`config.mk`:
```
export PLATFORM = sky130hd
export DESIGN_NAME = tdm_demux16_flat
export DESIGN_NICKNAME = d
export VERILOG_FILES = /design/src/rtl/tdm_demux16_pkg.sv /design/src/rtl/tdm_demux16_if.sv /design/src/rtl/tdm_slot_counter.sv /design/src/rtl/tdm_demux16.sv /design/src/flat_wrapper.sv
export SDC_FILE = /design/constraint.sdc
export NUM_CORES = 1
export LEC_CHECK = 0
export BUFFER_PORTS_ARGS = -buffer_cell sky130_fd_sc_hd__buf_2
export CAP_MARGIN = 20
export CORE_MARGIN = 3
export CORE_UTILIZATION = 35
export CTS_CLUSTER_SIZE = 12
export DETAILED_ROUTE_END_ITERATION = 12
export PLACE_DENSITY = 0.59
export SETUP_SLACK_MARGIN = 0.5
export SLEW_MARGIN = 20
export SYNTH_ARGS = -nofsm -noshare
export SYNTH_HDL_FRONTEND = slang
export SYNTH_SLANG_ARGS = --single-unit
```
`constraint.sdc`:
```
create_clock -name clk -period 1.95 [get_ports clk]
set_input_delay 0.0975 -clock clk [delete_from_list [all_inputs] [get_ports clk]]
set_output_delay 0.0975 -clock clk [all_outputs]
set_load 0.05 [all_outputs]
```
`src/rtl/tdm_demux16_pkg.sv`:
```
// rtl/tdm_demux16_pkg.sv - shared TDM framing constants and state encoding
// Frame length and slot width depend on TDM_PARITY_CHECK_EN.
package tdm_demux16_pkg;

    localparam int NUM_CH = 16;
    localparam int SEL_W  = 4;

`ifdef TDM_PARITY_CHECK_EN
    localparam int FRAME_LEN = NUM_CH + 1;
    localparam int CNT_W     = SEL_W + 1;
`else
    localparam int FRAME_LEN = NUM_CH;
    localparam int CNT_W     = SEL_W;
`endif

    typedef enum logic {
        HUNT   = 1'b0,
        LOCKED = 1'b1
    } state_t;

    function automatic logic even_parity(input logic [NUM_CH-1:0] data);
        return ^data;
    endfunction

endpackage

```
`src/rtl/tdm_demux16_if.sv`:
```
// rtl/tdm_demux16_if.sv - serial input and parallel output bundle of the TDM demux
// parity_err exists only when TDM_PARITY_CHECK_EN is defined.
interface tdm_demux16_if;
    import tdm_demux16_pkg::*;

    logic              din;
    logic              din_valid;
    logic              frame_sync;
    logic [NUM_CH-1:0] dout;
    logic              frame_valid;
    logic [CNT_W-1:0]  slot;
    logic              locked;
    logic              sync_err;
`ifdef TDM_PARITY_CHECK_EN
    logic              parity_err;
`endif

    modport master (
        output din, din_valid, frame_sync,
        input  dout, frame_valid, slot, locked, sync_err
`ifdef TDM_PARITY_CHECK_EN
        , input parity_err
`endif
    );

    modport slave (
        input  din, din_valid, frame_sync,
        output dout, frame_valid, slot, locked, sync_err
`ifdef TDM_PARITY_CHECK_EN
        , output parity_err
`endif
    );

endinterface

```
`src/rtl/tdm_slot_counter.sv`:
```
// rtl/tdm_slot_counter.sv - modulo-FRAME_LEN slot counter with clear, load-to-1 and enable
// tc flags the last slot of a frame.
module tdm_slot_counter
    import tdm_demux16_pkg::*;
(
    input  logic             clk,
    input  logic             rst,
    input  logic             clr,
    input  logic             load1,
    input  logic             en,
    output logic [CNT_W-1:0] count,
    output logic             tc
);

    assign tc = (count == CNT_W'(FRAME_LEN - 1));

    always_ff @(posedge clk or posedge rst) begin
        if (rst) begin
            count <= '0;
        end else if (clr) begin
            count <= '0;
        end else if (load1) begin
            count <= CNT_W'(1);
        end else if (en) begin
            count <= tc ? '0 : count + CNT_W'(1);
        end
    end

endmodule

```
`src/rtl/tdm_demux16.sv`:
```
// rtl/tdm_demux16.sv - 16-channel TDM serial-to-parallel demux with framing lock
// Optional parity slot and parity_err output under TDM_PARITY_CHECK_EN.
module tdm_demux16
    import tdm_demux16_pkg::*;
#(
    parameter int MISS_LIMIT = 3
) (
    input  logic           clk,
    input  logic           rst,
    tdm_demux16_if.slave   bus
);

    state_t            state, state_nxt;
    logic [2:0]        miss_cnt;
    logic [NUM_CH-1:0] asm_q;
    logic [CNT_W-1:0]  slot;
    logic              tc;

    logic cnt_clr, cnt_load1, cnt_en;
    logic restart, drop, store, complete;
    logic miss_inc, miss_clr, sync_err_nxt;
    logic data_slot;

    tdm_slot_counter u_slot_counter (
        .clk   (clk),
        .rst   (rst),
        .clr   (cnt_clr),
        .load1 (cnt_load1),
        .en    (cnt_en),
        .count (slot),
        .tc    (tc)
    );

`ifdef TDM_PARITY_CHECK_EN
    assign data_slot = ~slot[SEL_W];
`else
    assign data_slot = 1'b1;
`endif

    always_ff @(posedge clk or posedge rst) begin
        if (rst) begin
            state <= HUNT;
        end else begin
            state <= state_nxt;
        end
    end

    always_comb begin
        state_nxt    = state;
        cnt_clr      = 1'b0;
        cnt_load1    = 1'b0;
        cnt_en       = 1'b0;
        restart      = 1'b0;
        drop         = 1'b0;
        store        = 1'b0;
        complete     = 1'b0;
        miss_inc     = 1'b0;
        miss_clr     = 1'b0;
        sync_err_nxt = 1'b0;
        if (bus.din_valid) begin
            case (state)
                HUNT: begin
                    if (bus.frame_sync) begin
                        state_nxt = LOCKED;
                        cnt_load1 = 1'b1;
                        restart   = 1'b1;
                    end
                end
                LOCKED: begin
                    if (bus.frame_sync && slot != '0) begin
                        // Early sync: realign on this bit as channel 0
                        sync_err_nxt = 1'b1;
                        cnt_load1    = 1'b1;
                        restart      = 1'b1;
                    end else if (slot == '0 && !bus.frame_sync) begin
                        if (int'(miss_cnt) + 1 >= MISS_LIMIT) begin
                            state_nxt = HUNT;
                            cnt_clr   = 1'b1;
                            drop      = 1'b1;
                        end else begin
                            miss_inc = 1'b1;
                            store    = 1'b1;
                            cnt_en   = 1'b1;
                        end
                    end else begin
                        miss_clr = (slot == '0);
                        store    = 1'b1;
                        cnt_en   = 1'b1;
                        complete = tc;
                    end
                end
                default: state_nxt = HUNT;
            endcase
        end
    end

    always_ff @(posedge clk or posedge rst) begin
        if (rst) begin
            asm_q           <= '0;
            miss_cnt        <= '0;
            bus.dout        <= '0;
            bus.frame_valid <= 1'b0;
            bus.sync_err    <= 1'b0;
`ifdef TDM_PARITY_CHECK_EN
            bus.parity_err  <= 1'b0;
`endif
        end else begin
            bus.frame_valid <= 1'b0;
            bus.sync_err    <= sync_err_nxt;
`ifdef TDM_PARITY_CHECK_EN
            bus.parity_err  <= 1'b0;
`endif
            if (restart) begin
                asm_q    <= {{(NUM_CH-1){1'b0}}, bus.din};
                miss_cnt <= '0;
            end
            if (drop) begin
                asm_q    <= '0;
                miss_cnt <= '0;
            end
            if (miss_inc) begin
                miss_cnt <= miss_cnt + 3'd1;
            end
            if (miss_clr) begin
                miss_cnt <= '0;
            end
            if (store && data_slot) begin
                asm_q[slot[SEL_W-1:0]] <= bus.din;
            end
            if (complete) begin
                bus.frame_valid <= 1'b1;
`ifdef TDM_PARITY_CHECK_EN
                bus.dout        <= asm_q;
                bus.parity_err  <= even_parity(asm_q) ^ bus.din;
`else
                bus.dout        <= {bus.din, asm_q[NUM_CH-2:0]};
`endif
            end
        end
    end

    assign bus.slot   = slot;
    assign bus.locked = (state == LOCKED);

endmodule

```
`src/flat_wrapper.sv`:
```
// flat-port wrapper written by rule: the top's interface ports become plain ports
module tdm_demux16_flat import tdm_demux16_pkg::*;
#(
    parameter int MISS_LIMIT = 3
)
  (clk, rst, bus_din, bus_din_valid, bus_frame_sync, bus_dout, bus_frame_valid, bus_slot, bus_locked, bus_sync_err);
  tdm_demux16_if bus_i ();
  input  logic clk;
  input  logic rst;
  input wire logic [$bits(bus_i.din)-1:0] bus_din;
  input wire logic [$bits(bus_i.din_valid)-1:0] bus_din_valid;
  input wire logic [$bits(bus_i.frame_sync)-1:0] bus_frame_sync;
  output wire logic [$bits(bus_i.dout)-1:0] bus_dout;
  output wire logic [$bits(bus_i.frame_valid)-1:0] bus_frame_valid;
  output wire logic [$bits(bus_i.slot)-1:0] bus_slot;
  output wire logic [$bits(bus_i.locked)-1:0] bus_locked;
  output wire logic [$bits(bus_i.sync_err)-1:0] bus_sync_err;
  assign bus_i.din = bus_din;
  assign bus_i.din_valid = bus_din_valid;
  assign bus_i.frame_sync = bus_frame_sync;
  assign bus_dout = bus_i.dout;
  assign bus_frame_valid = bus_i.frame_valid;
  assign bus_slot = bus_i.slot;
  assign bus_locked = bus_i.locked;
  assign bus_sync_err = bus_i.sync_err;
  tdm_demux16 #(.MISS_LIMIT(MISS_LIMIT)) u_core (.clk(clk), .rst(rst), .bus(bus_i));
endmodule
```
After elaboration in Yosys (flattened, before gate mapping)
Cells that the tools add are included.

Register bits after elaboration: 42. Input bits: 5. Logic and storage cells: 68.

Add/subtract/negate cells: 3. Magnitude comparators: 3. Equal/unequal tests: 1. Multiplexer cells: 45. Bitwise gates (word level): 1. Reductions and logical operators: 8.

Operators with widths (count): 16-bit two-way mux (3); 32-bit by 3-bit >= comparator with 1-bit output (second input constant) (1); 1-bit two-way mux (30); 16-bit bitwise mux (1); 4-bit two-way mux (4); 3-bit two-way mux (4); 4-bit nonzero test (2); 4-bit by 5-bit < comparator with 1-bit output (second input constant) (1); 3-bit by 1-bit adder with 4-bit output (second input constant) (1); 4-bit by 1-bit adder with 4-bit output (second input constant) (1); 1-bit demux with 4-bit select (1); 4-bit equality test (second input constant) (1); 4-bit by 1-bit >= comparator with 1-bit output (second input constant) (1); 4-bit logical NOT (1); 1-bit one-hot mux with 2 select lines (2); 3-bit by 1-bit adder with 3-bit output (second input constant) (1); 1-bit logical AND (3); 3-bit nonzero test (1); 1-bit logical NOT (1); 1-bit inverter (1).

Depth between registers and ports, before layout
Word-level depth: 10. Mapped depth: 8.

Hierarchy
Synthesis repeated with hierarchy kept, for this count alone.

Cell total of the unflattened synthesis: 174. Area, all modules: 1971.9 um2.

By module, submodules not included: tdm_demux16 (times used 1, cells an instance 155, area each 1771.7 um2); tdm_slot_counter (times used 1, cells an instance 19, area each 200.2 um2).

Worst setup path after synthesis
OpenSTA, ideal clock, no wires.

Path type: reg2reg. From: reg u_core.u_slot_counter.count[0]. To: reg u_core.asm_q[3]. Setup time: 0.125 ns. Arrival time: 2.224 ns. Data required time: 1.825 ns. Slack: -0.399 ns. Cell stages (with the launch flop): 9. Path buffers: 1. Cells stage by stage: dfrtp_1 inv_1 ha_1 nor3b_4 mux2_2 o21ai_2 buf_6 nand3_1 mux2_4.

Cells in the longest elaborated chain, start to end: 9.

RTL lines: start, declared (line tdm_slot_counter.sv:11) `output logic [CNT_W-1:0] count,`; start signal, assigned (line tdm_slot_counter.sv:25) `count <= tc ? '0 : count + CNT_W'(1);`; 4-bit nonzero test / 4-bit logical NOT (equally long branches) (line tdm_demux16.sv:70, tdm_demux16.sv:75); 1-bit logical AND (on tied branches) (line tdm_demux16.sv:70, tdm_demux16.sv:75); 1-bit two-way mux (on tied branches) (line tdm_demux16.sv:70, tdm_demux16.sv:75); 1-bit one-hot mux with 2 select lines / 1-bit two-way mux (equally long branches) (line tdm_demux16.sv:61, tdm_demux16.sv:70); 1-bit two-way mux (on tied branches) (line tdm_demux16.sv:60, tdm_demux16.sv:61); 16-bit two-way mux / 1-bit two-way mux (equally long branches) (line tdm_demux16.sv:113, tdm_demux16.sv:60); 16-bit two-way mux (line tdm_demux16.sv:117) `if (drop) begin`; 16-bit bitwise mux (line tdm_demux16.sv:128) `asm_q[slot[SEL_W-1:0]] <= bus.din;`; 16-bit two-way mux * (line tdm_demux16.sv:127) `if (store && data_slot) begin`; end signal, assigned (line tdm_demux16.sv:114) `asm_q <= {{(NUM_CH-1){1'b0}}, bus.din};`; end signal, assigned by index (line tdm_demux16.sv:128); end, declared (line tdm_demux16.sv:15) `logic [NUM_CH-1:0] asm_q;`.

Mark *: on every way between the ends. The rest lies on a longest branch, timed or not. A chain may end at the register's enable or synchronous reset.

Worst setup path in the final report
From: reg u_core.u_slot_counter.count[1]. To: reg u_core.asm_q[2].

The elaborated chain is that of the path after synthesis.

==> results.yml <==
run_status:
  status: "complete, no violations"
critical_path:
  crit_type: "flip-flop to flip-flop"
  path_cells: "inv_2, ha_4, nor3b_4, and4b_1, o32a_4, and2b_1, mux2_4"
  crit_family: "simple AND/OR/NAND/NOR gates"
  cp_max_fo: 7
  r2r_slack_ns: 0.04
  worstRegToRegCells: 7
  crit_required_ns: 2.14
  cp_slowest_stage_delay_ns: 0.42
  endpoint_kind: "flip-flop"
  critPathSlowestCell: "dfrtp_2"
  critPathArrivalTime_ns: 2.09
  cp-start-kind: "flip-flop"
  crit_buf_inv: 1
  r2r-end: "u_core.asm_q[2]"
  r2r-start: "u_core.u_slot_counter.count[1]"
routing:
  first_pass_iters: 4
  drt-total-wl_um: 4690
  via_per_inst: 5.04
  drc: 0
  drt_iter0_drc: 42
  top_layer: "met4"
  antenna_left: 0
  vias: 1543
  routed-wl-met3_um: 168
  route.met2.wl_um: 2430
  drt-met1-wl_um: 1990
  wl_per_cell_um: 15.3
run:
  cap_violations: 0
grt:
  grtUsageTotal_pct: 14.4
  grt_overflow: 0
  grt_pass1_wl_um: 7220
  grt_max_degree: 42
  grt_pass1_vias: 1499
  antenna_found_initial: 0
clock_tree:
  cts_buffers: 5
  cts_sinks: 41
  tritoncts: "built"
  path_clk_slew_ns: 0.08
  worstSkewPairLatency_ns: 0.30
  clock_path_buffers: 2
  cts_root_buf: "clkbuf_8"
  htreeDepth: 2
power:
  peakVddDrop_v: 0.000614
  p_total_mw: 3.22
  p_comb_share_pct: 48.9
  swShare_pct: 38.5
  p_per_area_mw_per_mm2: 1130
  total_leakage_power_nw: 1.38
  switchingPower_mw: 1.24
  seq_power_share_pct: 34.0
  clkPwrFrac_pct: 17.1
  internal_power_mw: 1.98
timing:
  setup-tns-final_ns: 0
  fin_crit_ns: 1.91
  skew_ns: 0.00464
  setup_violations: 0
  finalMaxSlewViolations: 0
  max-slew-margin-rel_pct: 65.3
  grt_setup_unrepaired: "true"
  period_share_pct: 97.8
  max_freq_mhz: 524
  timing_hold_violations_final: 0
  tightest_slew_ns: 0.521
  fin_ws_ns: 0.0422
synth:
  syn_nets: 181
  syn-instance-count: 170
  yosysWarnings: 0
  syn_area_mm2: 0.00196
  synth.distinct_cells: 35
  syn_area_per_cell_um2: 11.5
  yosysSeqAreaShare_pct: 52.3
  ys_ff_latch: 41
placement:
  place_congestion: 0.789
  dp.cells: 277
  pre_cts_slack_ns: 0.00617
  hpwlAfterDp_um: 2830
  io_buffers: 27
  placed_area_mm2: 0.00233
floorplanning:
  chipHeight_um: 80.8
  die_width_um: 80.8
  core_region_area_mm2: 0.00527
  initial_utilization_pct: 37.2
  pin_count: 28
  num_rows: 26
  die_area_mm2: 0.00654
min_path:
  min_path_cells: 3
  min_to: "u_core.bus.sync_err"
  holdCritPathClass: "input port to flip-flop"
  holdCritStartpoint: "bus_frame_sync"
layout:
  final_cell_area_mm2: 0.00285
  final_cells: 306
  syn2layout_area_growth_pct: 45.2
  fillers: 464
  layout-drive-gt1-share_pct: 57.6
  diodes: 0
  nets: 246
-- repair_timing --
item | CTS | global route
hold endpoints to repair | 41 | 0
gates cloned | 1 | 1
resized for setup | 20 | 34
hold buffers | 1 | 0
pin swaps | 14 | 11
setup endpoints to repair | 39 | 39
setup buffers | 6 | 12
-- power by group through the flow --
stage,combinational [mW],clock (mW),sequential (mW)
2_1_floorplan,0.627,0,1.30
3_5_place_dp,1.11,0,1.11
4_1_cts,1.28,0.571,1.09
3_3_place_gp,1.11,0,1.11
6_report,1.57,0.552,1.10
5_1_grt,1.69,0.605,1.12
-- state kept, by name, indices dropped and copies added, names as in the netlist --
register and cells:
u_core.bus.locked 1, u_core.miss_cnt 3, u_core.bus.frame_valid 1, u_core.bus.sync_err 1, u_core.u_slot_counter.count 4, u_core.asm_q 15
u_core.bus.dout 16
-- worst max path at each step --
stage / from / end / slack (ns) / cells after the start
6_report: u_core.u_slot_counter.count[1] / u_core.asm_q[2] / 0.04 / 7
5_1_grt: u_core.u_slot_counter.count[0] / u_core.asm_q[2] / -0.05 / 7
4_1_cts: u_core.miss_cnt[0] / u_core.asm_q[9] / 0.10 / 6
3_5_place_dp: u_core.miss_cnt[0] / u_core.asm_q[9] / 0.006 / 6
3_3_place_gp: u_core.miss_cnt[0] / u_core.u_slot_counter.count[1] / 0.03 / 7
2_1_floorplan: u_core.u_slot_counter.count[0] / u_core.asm_q[2] / -0.17 / 8
-- worst min-delay path: stages --
cell,delay [ns]
buf_2,0.15
nand3_1,0.12
nor2_1,0.05
-- cells by family after synthesis --
kind of cell / share of synthesized area (%)
AND/OR/NAND/NOR: 15.4
flip-flops: 52.3
multiplexers: 16.3
AO/OA/AOI/OAI: 8.42
buffers and inverters: 3.64
adder cells (fa/ha/maj): 3.83
-- cell usage after synthesis (all sizes together) --
cell | n | share of area (%)
nand3 | 10 | 2.6
nor3b | 1 | 0.96
inv | 6 | 1.1
or3 | 1 | 0.32
o31ai | 1 | 0.38
nor2b | 6 | 1.9
a21bo | 1 | 0.51
o32ai | 2 | 0.89
mux2i | 2 | 1.0
buf | 6 | 2.3
and4b | 1 | 0.51
mux2 | 25 | 15
ha | 6 | 3.8
o22ai | 4 | 1.3
clkbuf | 1 | 0.19
nand2b | 2 | 0.64
o21ai | 7 | 2.0
o32a | 1 | 0.57
nand3b | 2 | 0.77
a21boi | 1 | 0.38
a21oi | 5 | 1.3
dfrtp | 41 | 52
a21o | 1 | 0.38
nand4 | 2 | 0.64
and2b | 3 | 1.1
and2 | 1 | 0.32
a31oi | 1 | 0.32
nor2 | 12 | 2.4
a32oi | 1 | 0.45
nand2 | 17 | 3.3
-- stage by stage --
stage / hold WS (ns) / util, %
floorplan: 0.241 / -
global placement: 0.255 / 44.2
detailed placement: 0.254 / 44.2
CTS: 0.122 / 48.8
global route: 0.159 / 54.0
finish: 0.147 / 54.0
-- layer usage --
| metal | global-route usage, % | up-vias |
|---|---|---|
| met1 | 17.7 | 770 |
| li1 | - | 735 |
| met4 | 5.91 | 0 |
| met3 | 3.55 | 9 |
| met2 | 24.1 | 29 |
| met5 | 0 | - |
-- placed cells by master, fill, tap and decap left out, drive strengths merged, types with 2 or more instances in the layout --
cell / synthesis / final
buf: 6 / 62
dfrtp: 41 / 41
mux2: 25 / 25
nand2: 17 / 17
nor2: 12 / 12
nand3: 10 / 10
o21ai: 7 / 8
nor2b: 6 / 6
clkbuf: 1 / 6
inv: 6 / 6
ha: 6 / 6
a21oi: 5 / 5
o22ai: 4 / 4
and2b: 3 / 3
nand3b: 2 / 2
nand2b: 2 / 2
mux2i: 2 / 2
nand4: 2 / 2
o32ai: 2 / 2
clkinv: 0 / 2
-- area by class of cell --
class / count / area, um2 / share of cell area [%]
well taps: 70 / 87.6 / 3.08
multi-input cells: 117 / 1140 / 40.2
repair buffers: 64 / 475 / 16.7
clock inverters: 3 / 17.5 / 0.615
inverters: 6 / 22.5 / 0.791
clock buffers: 5 / 68.8 / 2.42
flip-flops and latches: 41 / 1030 / 36.2
(Power assumes the default switching activity.)
